`config.mk`:
```
export PLATFORM = sky130hd
export DESIGN_NAME = memory_arbiter32
export DESIGN_NICKNAME = d
export VERILOG_FILES = /design/src/rtl/arb_sat_counter.sv /design/src/rtl/memory_arbiter32.sv
export VERILOG_INCLUDE_DIRS = /design/src /design/src/rtl
export SDC_FILE = /design/constraint.sdc
export NUM_CORES = 1
export LEC_CHECK = 0
export CAP_MARGIN = 20
export CORE_AREA = 2 2 169 171
export CTS_CLUSTER_DIAMETER = 80
export DETAILED_ROUTE_END_ITERATION = 10
export DIE_AREA = 0 0 171 173
export GPL_ROUTABILITY_DRIVEN = 0
export PLACE_DENSITY = 0.56
export SETUP_SLACK_MARGIN = 0.3
export SLEW_MARGIN = 30
export SYNTH_ARGS = -nofsm -noshare
export SYNTH_HDL_FRONTEND = slang
export SYNTH_SLANG_ARGS = --single-unit
```
`constraint.sdc`:
```
create_clock -name clk -period 2.12 [get_ports clk]
set_input_delay 0.212 -clock clk [delete_from_list [all_inputs] [get_ports clk]]
set_output_delay 0.212 -clock clk [all_outputs]
set_load 0.03 [all_outputs]
```
`src/rtl/memory_io.sv`:
```
// Shared request/response types for the 32-bit single-port memory and its upstream arbiters.
`ifndef MEMORY_IO_SV
`define MEMORY_IO_SV

package memory_io;

    typedef struct packed {
        logic        valid;
        logic [31:0] addr;
        logic [3:0]  do_read;
        logic [3:0]  do_write;
        logic [31:0] data;
        logic [7:0]  user_tag;
    } memory_io_req32;

    typedef struct packed {
        logic        valid;
        logic [31:0] data;
        logic [7:0]  user_tag;
    } memory_io_rsp32;

    localparam memory_io_req32 memory_io_no_req32 = '0;
    localparam memory_io_rsp32 memory_io_no_rsp32 = '0;

    localparam bit ARB_RR    = 1'b1;
    localparam bit ARB_FIXED = 1'b0;

    function automatic logic is_any_byte32(input logic [3:0] be);
        return |be;
    endfunction

endpackage

`endif

```
`src/rtl/arb_sat_counter.sv`:
```
// Saturating up-counter; holds at all-ones instead of wrapping.
module arb_sat_counter #(
    parameter int WIDTH = 32
) (
    input  logic             clk,
    input  logic             reset,
    input  logic             inc_i,
    output logic [WIDTH-1:0] count_o
);

    logic [WIDTH-1:0] count_q;

    always_ff @(posedge clk or posedge reset) begin
        if (reset) begin
            count_q <= '0;
        end else if (inc_i && (count_q != '1)) begin
            count_q <= count_q + WIDTH'(1);
        end
    end

    assign count_o = count_q;

endmodule

```
`src/rtl/memory_arbiter32.sv`:
```
// Two-client arbiter in front of the 32-bit single-port memory: zero-latency grant,
// one-cycle response routed back to the issuer, stall counters and a sticky protocol-error flag.
`ifndef MEMORY_ARBITER32_SV
`define MEMORY_ARBITER32_SV
`include "memory_io.sv"

module memory_arbiter32
    import memory_io::*;
#(
    parameter bit round_robin = ARB_RR,
    parameter int cnt_width   = 32
) (
    input  logic                 clk,
    input  logic                 reset,
    input  memory_io_req32       c0_req,
    output logic                 c0_ready,
    output memory_io_rsp32       c0_rsp,
    input  memory_io_req32       c1_req,
    output logic                 c1_ready,
    output memory_io_rsp32       c1_rsp,
    output memory_io_req32       mem_req,
    input  memory_io_rsp32       mem_rsp,
    output logic [cnt_width-1:0] c0_stall_cnt,
    output logic [cnt_width-1:0] c1_stall_cnt,
    output logic                 proto_err
);

    logic last_grant_q, last_grant_d;
    logic pend_valid_q, pend_valid_d;
    logic pend_owner_q, pend_owner_d;
    logic proto_err_q, proto_err_d;
    logic gnt0, gnt1;

    // last_grant_q = 1 means c1 won last, so c0 takes the next round-robin contention.
    always_comb begin
        gnt0 = c0_req.valid & (~c1_req.valid | (round_robin & last_grant_q));
        gnt1 = c1_req.valid & ~gnt0;
        if (gnt0) begin
            mem_req = c0_req;
        end else if (gnt1) begin
            mem_req = c1_req;
        end else begin
            mem_req = memory_io_no_req32;
        end
    end

    always_comb begin
        last_grant_d = last_grant_q;
        pend_valid_d = 1'b0;
        pend_owner_d = pend_owner_q;
        if (gnt0 || gnt1) begin
            last_grant_d = gnt1;
            pend_owner_d = gnt1;
            pend_valid_d = is_any_byte32(mem_req.do_read) | is_any_byte32(mem_req.do_write);
        end
        proto_err_d = proto_err_q | (mem_rsp.valid & ~pend_valid_q);
    end

    // Routing uses the owner captured last cycle, not the grant being made now.
    always_comb begin
        c0_rsp = memory_io_no_rsp32;
        c1_rsp = memory_io_no_rsp32;
        if (mem_rsp.valid && pend_valid_q) begin
            if (pend_owner_q) begin
                c1_rsp = mem_rsp;
            end else begin
                c0_rsp = mem_rsp;
            end
        end
    end

    always_ff @(posedge clk or posedge reset) begin
        if (reset) begin
            last_grant_q <= 1'b1;
            pend_valid_q <= 1'b0;
            pend_owner_q <= 1'b0;
            proto_err_q  <= 1'b0;
        end else begin
            last_grant_q <= last_grant_d;
            pend_valid_q <= pend_valid_d;
            pend_owner_q <= pend_owner_d;
            proto_err_q  <= proto_err_d;
        end
    end

    assign c0_ready  = gnt0;
    assign c1_ready  = gnt1;
    assign proto_err = proto_err_q;

    arb_sat_counter #(.WIDTH(cnt_width)) u_c0_stall (
        .clk    (clk),
        .reset  (reset),
        .inc_i  (c0_req.valid & ~gnt0),
        .count_o(c0_stall_cnt)
    );

    arb_sat_counter #(.WIDTH(cnt_width)) u_c1_stall (
        .clk    (clk),
        .reset  (reset),
        .inc_i  (c1_req.valid & ~gnt1),
        .count_o(c1_stall_cnt)
    );

endmodule

`endif

```
==> run metrics <==
status finished, violations left; failing checks setup timing; # setup viols final 14; Root Buffer clkbuf_16; cell repeated most along the worst path or4_4; hold slack final around 0.21 ns; core area roughly 0.028 mm2; Overall Global Routing Usage 20.2%; Pwr Density between 500 and 600 mW/mm2; Die Ht between 150 and 200 um; Mean Syn Cell Area 7.37 um2; area grow syn2layout 172%; number of cells in the finished layout apart from fillers around 1600; sequential area share after synthesis 34.3%; Static Leak just under 6 nW; Post-Synthesis Cells between 600 and 700; critical path required time approximately 2.3 ns; met3 wire len 2500 um; CTS tree yes; half-perimeter wire length after placement approximately 23000 um; met2 wire length about 16000 um; Synth Cell Area about 0.0050 mm2; Yosys warning count 0; crit start category register; Die W around 170 um; unrepaired setup endpoints after global routing true; final hold violation count 0; fin crit period about 2.2 ns; CP max FO 4; final core occ 48.9%; Initial Utilization 18.0%; met1 wire length roughly 13000 um; worst path arrival time between 2 and 2.5 ns; Final Slew Violations 0; initial antenna violation count 7; total CTS buffers 9; worst min path class in2async; row count 61; # IOs about 440; worst clock skew about 0.0090 ns; Placed Cells between 1000 and 1500; most common cell after layout, fill and taps aside clkdlybuf4s50_1; Tot Pwr around 0.0071 W; Worst-path clk slew roughly 0.060 ns; fin crit share 102%; critical path class reg2reg; Vias/cell ~4.4; CTS Hold Bufs 0; GRT overflow 0; EDFF count, synth 0; wire length after detailed routing about 32000 um; CP cell instances nand2b_4, and2_4, buf_6, buf_8, o21ai_4, or4_4, or4_4; die area about 0.03 mm2; Clk Latency, worst-skew pair 0.33 ns; H-tree Lvls 3; maximum clock rate 460 MHz; ANT nets after route 0; asr flop ratio synth 100%; Syn Nets 881; DP Worst Slack -0.152 ns; number of port buffers about 430; Max VDD drop 0.659 mV; top sig layer met5; first-pass GRT wire length approximately 46000 um; Final #Nets around 1400; Critical Path Max Stage Delay 0.53 ns; Max Cap Viol 0; Worst Tran Pin Value between 0.5 and 0.6 ns; Sink Count 68; Synth Flop Type dfrtp_1; largest net degree at the start of global routing 48; layout cells sized above 1 43.2%; Via Count approximately 6900; # DRC 0; maximum clock path buffer count 2; fin worst setup slack -0.0528 ns; DR pass1 iterations 4; DR WL/cell 19.9 um; initial drt markers between 200 and 250; FF+latch count, synth 68; Critical-path top delay cell dfstp_2; most frequent cells in the layout clkdlybuf4s50_1 (268), nand2_1 (137), buf_4 (135); vias in the first global route between 7000 and 8000; Rel. slew slack between 60% and 70%; Yosys cell types 41; fill count approximately 2600; crit end category register
==> final cells by class <==
class	instances	area, um2	area share [%]
Timing Repair Buffer	556	6360	47.1
Multi-Input combinational cell	554	4550	33.7
Sequential cell	68	1740	12.9
Tap cell	378	473	3.50
Clock buffer	10	229	1.70
Clock inverter	6	114	0.843
Inverter	7	30.0	0.222
Antenna cell	4	10.0	0.0741
==> Yosys cell counts, types with 2 or more instances <==
library cell | count | area [um2]
buf_1 | 4 | 15.0
nand3_1 | 26 | 130
buf_4 | 2 | 15.0
nor4_1 | 8 | 50.1
and2_1 | 84 | 526
xor2_1 | 36 | 315
nor2_1 | 19 | 71.3
nor3_1 | 21 | 105
ha_1 | 2 | 25.0
or2_2 | 2 | 12.5
nand3b_1 | 2 | 15.0
xnor2_1 | 25 | 219
nand2_1 | 185 | 694
buf_2 | 5 | 25.0
clkbuf_1 | 33 | 124
inv_1 | 7 | 26.3
or3_1 | 2 | 12.5
o21ai_0 | 81 | 405
and4_1 | 13 | 114
or4_1 | 2 | 15.0
o2111ai_1 | 2 | 17.5
dfrtp_1 | 67 | 1680
and3_1 | 9 | 56.3
nand4_1 | 20 | 125
==> cells by family after synthesis <==
kind of cell,after synthesis,synth area share [%]
fa+ha+maj,2,0.504
mux,2,0.453
buf+inv,52,4.23
flops,68,34.3
simple gates,400,40.2
xor+xnor,61,10.8
compound gates,89,9.55
==> final timing paths <==
check / slack (ns) / cells after the start / end / startpoint
min in group clk: 0.34 / 4 / last_grant_q / c1_req[80]
hold / removal: 0.21 / 2 / proto_err / reset
hold reg to reg: 0.46 / 1 / proto_err / proto_err
max in group asynchronous: 1.35 / 3 / u_c1_stall.count_o[6] / reset
setup / recovery: -0.05 / 7 / pend_valid_q / last_grant_q
setup reg to reg: -0.05 / 7 / pend_valid_q / last_grant_q
==> worst max-delay path, delay by kind of cell, from the launching register on <==
| kind | cells | cell delay (ns) |
|---|---|---|
| buf+inv | 2 | 0.23 |
| compound gates | 1 | 0.05 |
| flops | 1 | 0.53 |
| simple gates | 4 | 1.24 |
==> state kept, by name, summed over array words and instances (netlist names) <==
signal	flops
pend_valid_q	1
u_c1_stall.count_o	32
proto_err	1
pend_owner_q	1
last_grant_q	1
u_c0_stall.count_o	32
==> timing repair <==
| item | CTS | global route |
|---|---|---|
| setup buffers | 48 | 6 |
| endpoints found under the setup margin | 122 | 142 |
| resized for setup | 200 | 64 |
| pin swaps | 39 | 26 |
| gates cloned | 17 | 4 |
==> metal layers <==
metal  vias to the layer above  GRT usage, %
li1                       3331             -
met1                      3312          24.2
met2                       255          34.4
met3                        42          6.07
met4                         6          6.11
met5                         -             0
==> per-stage QoR <==
step           setup TNS, ns  area [um2]
2_1_floorplan              0        5940
3_3_place_gp           -3.81       11100
3_5_place_dp           -4.83       11100
4_1_cts               -0.461       13100
5_1_grt                -3.75       13500
6_report              -0.203       13500
==> power by group <==
group          switching, W  total (W)  leakage [nW]  internal [W]
clock              0.000586    0.00174         0.159       0.00115
sequential         0.000144    0.00157         0.859       0.00143
combinational       0.00187    0.00375          4.83       0.00187
No activity file was read; power rests on OpenSTA's default activity.
